### config.mk
export PLATFORM = sky130hd
export DESIGN_NAME = disp_scan_mux
export DESIGN_NICKNAME = d
export VERILOG_FILES = /design/src/rtl/disp_scan_mux.sv
export SDC_FILE = /design/constraint.sdc
export NUM_CORES = 1
export LEC_CHECK = 0
export ABC_AREA = 1
export BUFFER_PORTS_ARGS = -buffer_cell sky130_fd_sc_hd__buf_4
export CORE_MARGIN = 2
export CORE_UTILIZATION = 50
export DETAILED_ROUTE_END_ITERATION = 8
export GPL_ROUTABILITY_DRIVEN = 0
export GPL_TIMING_DRIVEN = 0
export PLACE_DENSITY = 0.77
export SYNTH_ARGS = -nofsm -noshare
export SYNTH_HDL_FRONTEND = slang
export SYNTH_SLANG_ARGS = --single-unit
### constraint.sdc
create_clock -name clk -period 1.71 [get_ports clk]
set_input_delay 0.2565 -clock clk [delete_from_list [all_inputs] [get_ports clk]]
set_output_delay 0.2565 -clock clk [all_outputs]
set_load 0.05 [all_outputs]
### src/rtl/disp_scan_mux.sv
// Time-multiplexed BCD digit scanner for a common-cathode 7-segment display:
// double-buffered value, per-slot dead time, leading-zero and invalid-code blanking.
module disp_scan_mux #(
    parameter int NDIG     = 4,
    parameter int PRESCALE = 50000,
    parameter int DEAD     = 16
) (
    input  logic                clk,
    input  logic                rst,
    input  logic                load,
    input  logic [4*NDIG-1:0]   bcd_in,
    input  logic                lzb_en,
    input  logic                enable,
    output logic [3:0]          digit_bcd,
    output logic                digit_bl,
    output logic [NDIG-1:0]     digit_sel,
    output logic                frame_tick
);

    localparam int CW = (PRESCALE > 1) ? $clog2(PRESCALE) : 1;
    localparam int IW = $clog2(NDIG);
    localparam logic [CW-1:0] CNT_MAX = CW'(PRESCALE - 1);
    localparam logic [IW-1:0] IDX_MAX = IW'(NDIG - 1);

    logic [CW-1:0]     cnt;
    logic [IW-1:0]     idx;
    logic [4*NDIG-1:0] shadow;
    logic [4*NDIG-1:0] active;

    logic            slot_end;
    logic            frame_end;
    logic            show;
    logic [NDIG-1:0] lz_mask;
    logic            upper_zero;
    logic [3:0]      code;
    logic            lz_hit;
    logic            blank;

    assign slot_end  = (cnt == CNT_MAX);
    assign frame_end = slot_end && (idx == IDX_MAX);
    assign show      = (int'(cnt) >= DEAD);

    // lz_mask[i] is set when active digits i..NDIG-1 are all zero.
    always_comb begin
        lz_mask    = '0;
        upper_zero = 1'b1;
        for (int unsigned i = 0; i < NDIG; i++) begin
            upper_zero = upper_zero && (active[4*(NDIG-1-i) +: 4] == 4'd0);
            lz_mask[NDIG-1-i] = upper_zero;
        end
    end

    always_comb begin
        code   = 4'd0;
        lz_hit = 1'b0;
        for (int unsigned i = 0; i < NDIG; i++) begin
            if (idx == IW'(i)) begin
                code   = active[4*i +: 4];
                lz_hit = lz_mask[i] && (i != 0);
            end
        end
        blank = (code > 4'd9) || (lzb_en && lz_hit);
    end

    always_ff @(posedge clk) begin
        if (rst) begin
            cnt    <= '0;
            idx    <= '0;
            shadow <= '0;
            active <= '0;
        end else begin
            cnt <= slot_end ? '0 : cnt + CW'(1);
            if (slot_end) begin
                idx <= frame_end ? '0 : idx + IW'(1);
            end
            if (load) begin
                shadow <= bcd_in;
            end
            if (frame_end) begin
                active <= shadow;
            end
        end
    end

    // Outputs describe the slot position held in cnt/idx before this edge.
    always_ff @(posedge clk) begin
        if (rst) begin
            digit_sel  <= '0;
            digit_bl   <= 1'b0;
            digit_bcd  <= '0;
            frame_tick <= 1'b0;
        end else begin
            frame_tick <= frame_end;
            if (show) begin
                digit_sel <= enable ? (NDIG'(1) << idx) : '0;
                digit_bl  <= !blank;
                digit_bcd <= blank ? 4'd0 : code;
            end else begin
                digit_sel <= '0;
                digit_bl  <= 1'b0;
                digit_bcd <= '0;
            end
        end
    end

endmodule

==> impl_results.html <==
<table>
<tr><th>Metric</th><th>Value</th></tr>
<tr><th colspan="2">Setup path</th></tr>
<tr><td>Crit path arrival time</td><td>~1.8 ns</td></tr>
<tr><td>Setup CP Type</td><td>flop to flop</td></tr>
<tr><td>Kind of end point of the critical path</td><td>flop</td></tr>
<tr><td>Worst setup SP type</td><td>flop</td></tr>
<tr><td>Setup slack of the worst register-to-register path</td><td>0.1 ns</td></tr>
<tr><td>Max FO, Critical Path</td><td>10</td></tr>
<tr><td>Required time of the worst setup path</td><td>1.93 ns</td></tr>
<tr><th colspan="2">Synthesis</th></tr>
<tr><td>Most area-consuming cells after synthesis</td><td>sky130_fd_sc_hd__dfxtp_1, sky130_fd_sc_hd__nand2_1, sky130_fd_sc_hd__inv_1</td></tr>
<tr><td>Top-area cell type share of the netlist area</td><td>between 40% and 50%</td></tr>
<tr><td>Cell count after synthesis</td><td>361</td></tr>
<tr><td>Post-synthesis sequential area ratio</td><td>45.26%</td></tr>
<tr><td>Synth Net Count</td><td>388</td></tr>
<tr><td>Avg Synthesized Cell Area</td><td>7.351 µm²</td></tr>
<tr><td>Library cell occupying the most area in the post-synthesis netlist</td><td>sky130_fd_sc_hd__dfxtp_1</td></tr>
<tr><td>Number of warnings printed during yosys synthesis</td><td>0</td></tr>
<tr><td>Post-synthesis register bit count</td><td>60</td></tr>
<tr><td>Cell Area, Synth</td><td>between 2000 and 3000 µm²</td></tr>
<tr><td>Unique masters post-synth</td><td>30</td></tr>
<tr><th colspan="2">Global route</th></tr>
<tr><td>Antenna violations before repair</td><td>0</td></tr>
<tr><td>Met3 Usage GRT</td><td>5.765%</td></tr>
<tr><td>Largest net degree at the start of global routing</td><td>11</td></tr>
<tr><td>Vias in the first global route</td><td>roughly 2000</td></tr>
<tr><td>Global routing usage summed across all routing layers</td><td>18.61%</td></tr>
<tr><td>Met1 track demand over resource in global routing</td><td>24.54%</td></tr>
<tr><td>First-pass GRT wire length</td><td>8.714 mm</td></tr>
<tr><td>Most Crowded Layer GR</td><td>met2</td></tr>
<tr><td>Met2 Use GR</td><td>27.72%</td></tr>
<tr><td>Overflow left after global routing</td><td>0</td></tr>
<tr><th colspan="2">Detailed routing</th></tr>
<tr><td>Avg Vias per Cell</td><td>roughly 4.8</td></tr>
<tr><td>Detailed-router iteration count before antenna repair</td><td>4</td></tr>
<tr><td>Avg WL per Cell</td><td>10.90 µm</td></tr>
<tr><td>Detailed Route Iter0 Violations</td><td>roughly 130</td></tr>
<tr><td>Total detailed-routing wirelength</td><td>5.255 mm</td></tr>
<tr><td>Number of remaining DRC errors</td><td>0</td></tr>
<tr><td>Number of vias after detailed routing</td><td>2290</td></tr>
<tr><td>Post-route ant nets</td><td>0</td></tr>
<tr><th colspan="2">Pwr</th></tr>
<tr><td>Total Power Consumption</td><td>between 3 and 4 mW</td></tr>
<tr><td>Power density normalized to cell area</td><td>932.7 nW/µm²</td></tr>
<tr><td>Internal power component</td><td>2.427 mW</td></tr>
<tr><td>Switching part of the total power</td><td>20.34%</td></tr>
<tr><td>Combinational cell fraction of total power</td><td>4.6%</td></tr>
<tr><td>Static power due to leakage</td><td>~1.4 nW</td></tr>
<tr><td>Clock Power Share</td><td>a little under half</td></tr>
<tr><td>Max VDD drop</td><td>0.0004999 V</td></tr>
<tr><td>Fraction of power consumed by sequential logic</td><td>between 40% and 50%</td></tr>
<tr><td>Sw Pwr</td><td>between 0.6 and 0.7 mW</td></tr>
<tr><th colspan="2">Clock network</th></tr>
<tr><td>Clock Root Buffer</td><td>sky130_fd_sc_hd__clkbuf_8</td></tr>
<tr><td>H-tree Lvls</td><td>3</td></tr>
<tr><td>Clock transition time at the flip-flop clock pins of the worst setup and hold paths</td><td>0.06 ns</td></tr>
<tr><td>CTS Hold Bufs</td><td>0</td></tr>
<tr><td>CTS Buffer Depth</td><td>2</td></tr>
<tr><td>TritonCTS buffer count</td><td>9</td></tr>
<tr><td>Sink Count</td><td>60</td></tr>
<tr><td>TritonCTS clock tree</td><td>built</td></tr>
<tr><td>Insertion delay of the later-clocked pin in the worst-skew pair</td><td>0.33 ns</td></tr>
<tr><th colspan="2">Timing</th></tr>
<tr><td>Total negative setup slack</td><td>0 ns</td></tr>
<tr><td>Final number of max-transition violations</td><td>0</td></tr>
<tr><td>Worst slew margin relative to its limit</td><td>70.88%</td></tr>
<tr><td>Period Utilization, post-route</td><td>94.21%</td></tr>
<tr><td>Number of failing setup endpoints in the final timing report</td><td>0</td></tr>
<tr><td>Slew @ Worst Pin</td><td>0.4368 ns</td></tr>
<tr><td>Count of final hold-check violations</td><td>0</td></tr>
<tr><td>Worst hold slack after final layout</td><td>0.1084 ns</td></tr>
<tr><td>Post-route minimum period</td><td>1.611 ns</td></tr>
<tr><td>Skew final</td><td>roughly 0.0080 ns</td></tr>
<tr><td>Highest attainable clock frequency</td><td>620.8 MHz</td></tr>
<tr><th colspan="2">Floorplanning</th></tr>
<tr><td>Area of the core</td><td>roughly 5100 µm²</td></tr>
<tr><td>Placement row count</td><td>26</td></tr>
<tr><td>Initial standard-cell utilization of the core</td><td>51.96%</td></tr>
<tr><td>Width of the die</td><td>76.86 µm</td></tr>
<tr><td>Die height</td><td>76.86 µm</td></tr>
<tr><td>Number of top-level pins</td><td>31</td></tr>
<tr><td>Die outline area</td><td>approximately 6000 µm²</td></tr>
<tr><th colspan="2">Cells and area</th></tr>
<tr><td>Fin area</td><td>3267 µm²</td></tr>
<tr><td>Antenna fix cells</td><td>0</td></tr>
<tr><td>Layout Area Growth over Synthesis</td><td>23.10%</td></tr>
<tr><td># nets final</td><td>434</td></tr>
<tr><td>Most frequent cells in the layout</td><td>sky130_fd_sc_hd__nand2_1, sky130_fd_sc_hd__inv_1, sky130_fd_sc_hd__dfxtp_1, sky130_fd_sc_hd__buf_4, sky130_fd_sc_hd__a21oi_1</td></tr>
<tr><td>Most common library cell in the layout ignoring fill and taps</td><td>sky130_fd_sc_hd__nand2_1</td></tr>
<tr><td>Layout cell share with drive strength beyond 1</td><td>20.87%</td></tr>
<tr><th colspan="2">Place</th></tr>
<tr><td>Post-DP HPWL</td><td>3.807 mm</td></tr>
<tr><td>Placed Area</td><td>a little under 3000 µm²</td></tr>
<tr><td>Number of buffers added on ports</td><td>30</td></tr>
<tr><th colspan="2">Hold path</th></tr>
<tr><td>Tightest Hold Check Type</td><td>input pin to flop</td></tr>
<tr><th colspan="2">Flow run</th></tr>
<tr><td>Number of max-cap violations</td><td>0</td></tr>
<tr><th colspan="2">Run status</th></tr>
<tr><td>Result of the run</td><td>complete, no violations</td></tr>
</table>
layer usage:
layer  vias to the layer above  share of wire, %
met4                         0               1.5
met2                        57                45
met1                      1004                49
met3                         8               5.1
li1                       1221                 -
met5                         -                 0
final timing paths:
path,start,endpoint,cells past startpoint
hold / removal,rst,frame_tick,2
setup reg to reg,cnt[0],active[3],11
setup / recovery,cnt[0],active[3],11
hold reg to reg,shadow[13],shadow[13],2
registers in the layout, indices dropped and copies added (netlist names):
name,count
active,16
cnt,16
digit_bcd,4
digit_bl,1
digit_sel,4
frame_tick,1
idx,2
shadow,16
power by group through the flow:
stage,combinational [mW],sequential [mW],clock (mW)
CTS,0.137,1.44,1.48
floorplan,0.0788,1.47,0
detailed placement,0.136,1.47,0
global placement,0.132,1.47,0
finish,0.140,1.44,1.46
global route,0.159,1.45,1.56
critical path: stages, from the launching register on:
cell and delay, ns:
sky130_fd_sc_hd__dfxtp_2 0.38, sky130_fd_sc_hd__ha_4 0.15, sky130_fd_sc_hd__nand2_2 0.07, sky130_fd_sc_hd__nor2_4 0.14, sky130_fd_sc_hd__inv_2 0.06, sky130_fd_sc_hd__nor2_4 0.11
sky130_fd_sc_hd__nand2_4 0.08, sky130_fd_sc_hd__nor2_8 0.17, sky130_fd_sc_hd__buf_6 0.15, sky130_fd_sc_hd__nand2_1 0.05, sky130_fd_sc_hd__nand2_1 0.08, sky130_fd_sc_hd__a21oi_2 0.04
final cells by class:
type                    instances  area, µm²
clock inverters                 4      70.07
inverters                      63      239.0
multi-input cells             229       1180
fillers                       469       1841
flip-flops and latches         60       1206
plain buffers                   9      56.30
repair buffers                 35      262.8
clock buffers                  12      165.2
well taps                      70      87.58
Yosys cell counts:
cell / instances
sky130_fd_sc_hd__inv_1: 58
sky130_fd_sc_hd__inv_4: 1
sky130_fd_sc_hd__nor2_2: 3
sky130_fd_sc_hd__nor2_8: 1
sky130_fd_sc_hd__nand3_1: 16
sky130_fd_sc_hd__inv_2: 3
sky130_fd_sc_hd__buf_8: 1
sky130_fd_sc_hd__a21oi_2: 10
sky130_fd_sc_hd__buf_4: 2
sky130_fd_sc_hd__o211ai_1: 2
sky130_fd_sc_hd__nand2_2: 1
sky130_fd_sc_hd__nor3_2: 1
sky130_fd_sc_hd__dfxtp_1: 60
sky130_fd_sc_hd__a21oi_1: 35
sky130_fd_sc_hd__a31oi_1: 1
sky130_fd_sc_hd__nor3b_1: 1
sky130_fd_sc_hd__xor2_1: 4
sky130_fd_sc_hd__nand2_1: 84
sky130_fd_sc_hd__nor2_1: 29
sky130_fd_sc_hd__nand4_1: 1
sky130_fd_sc_hd__nand2_4: 1
sky130_fd_sc_hd__clkbuf_1: 6
sky130_fd_sc_hd__nor4_1: 1
sky130_fd_sc_hd__or2_0: 1
sky130_fd_sc_hd__nor3_1: 7
sky130_fd_sc_hd__clkinv_1: 1
sky130_fd_sc_hd__ha_1: 6
sky130_fd_sc_hd__o21ai_0: 21
sky130_fd_sc_hd__nand3b_1: 1
sky130_fd_sc_hd__nor2_4: 2
repair_timing:
item,CTS,global route
pin swaps,0,3
buffers inserted,0,5
gates resized for setup,1,10
setup endpoints to repair,1,25
cells by family (layout without fill, tap and decap cells):
logic type | after synthesis | count (layout) | share of synthesized area [%]
XOR/XNOR | 4 | 4 | 1.320
AND/OR/NAND/NOR | 150 | 150 | 24.94
buffers and inverters | 72 | 123 | 10.99
flip-flops | 60 | 60 | 45.26
AO/OA/AOI/OAI | 69 | 69 | 14.66
adder cells (fa/ha/maj) | 6 | 6 | 2.829
metrics by stage:
| step | instances | utilization, % | setup slack, ns |
|---|---|---|---|
| 5_1_grt | 482 | 63.96 | -0.01558 |
| 3_3_place_gp | 461 | 58.08 | 0.04383 |
| 3_5_place_dp | 461 | 58.08 | 0.006517 |
| 4_1_cts | 477 | 62.76 | 0.001967 |
| 2_1_floorplan | 361 | - | 0.2023 |
| 6_report | 482 | 63.96 | 0.09907 |
Note: power is estimated with default switching activity, not from simulation.
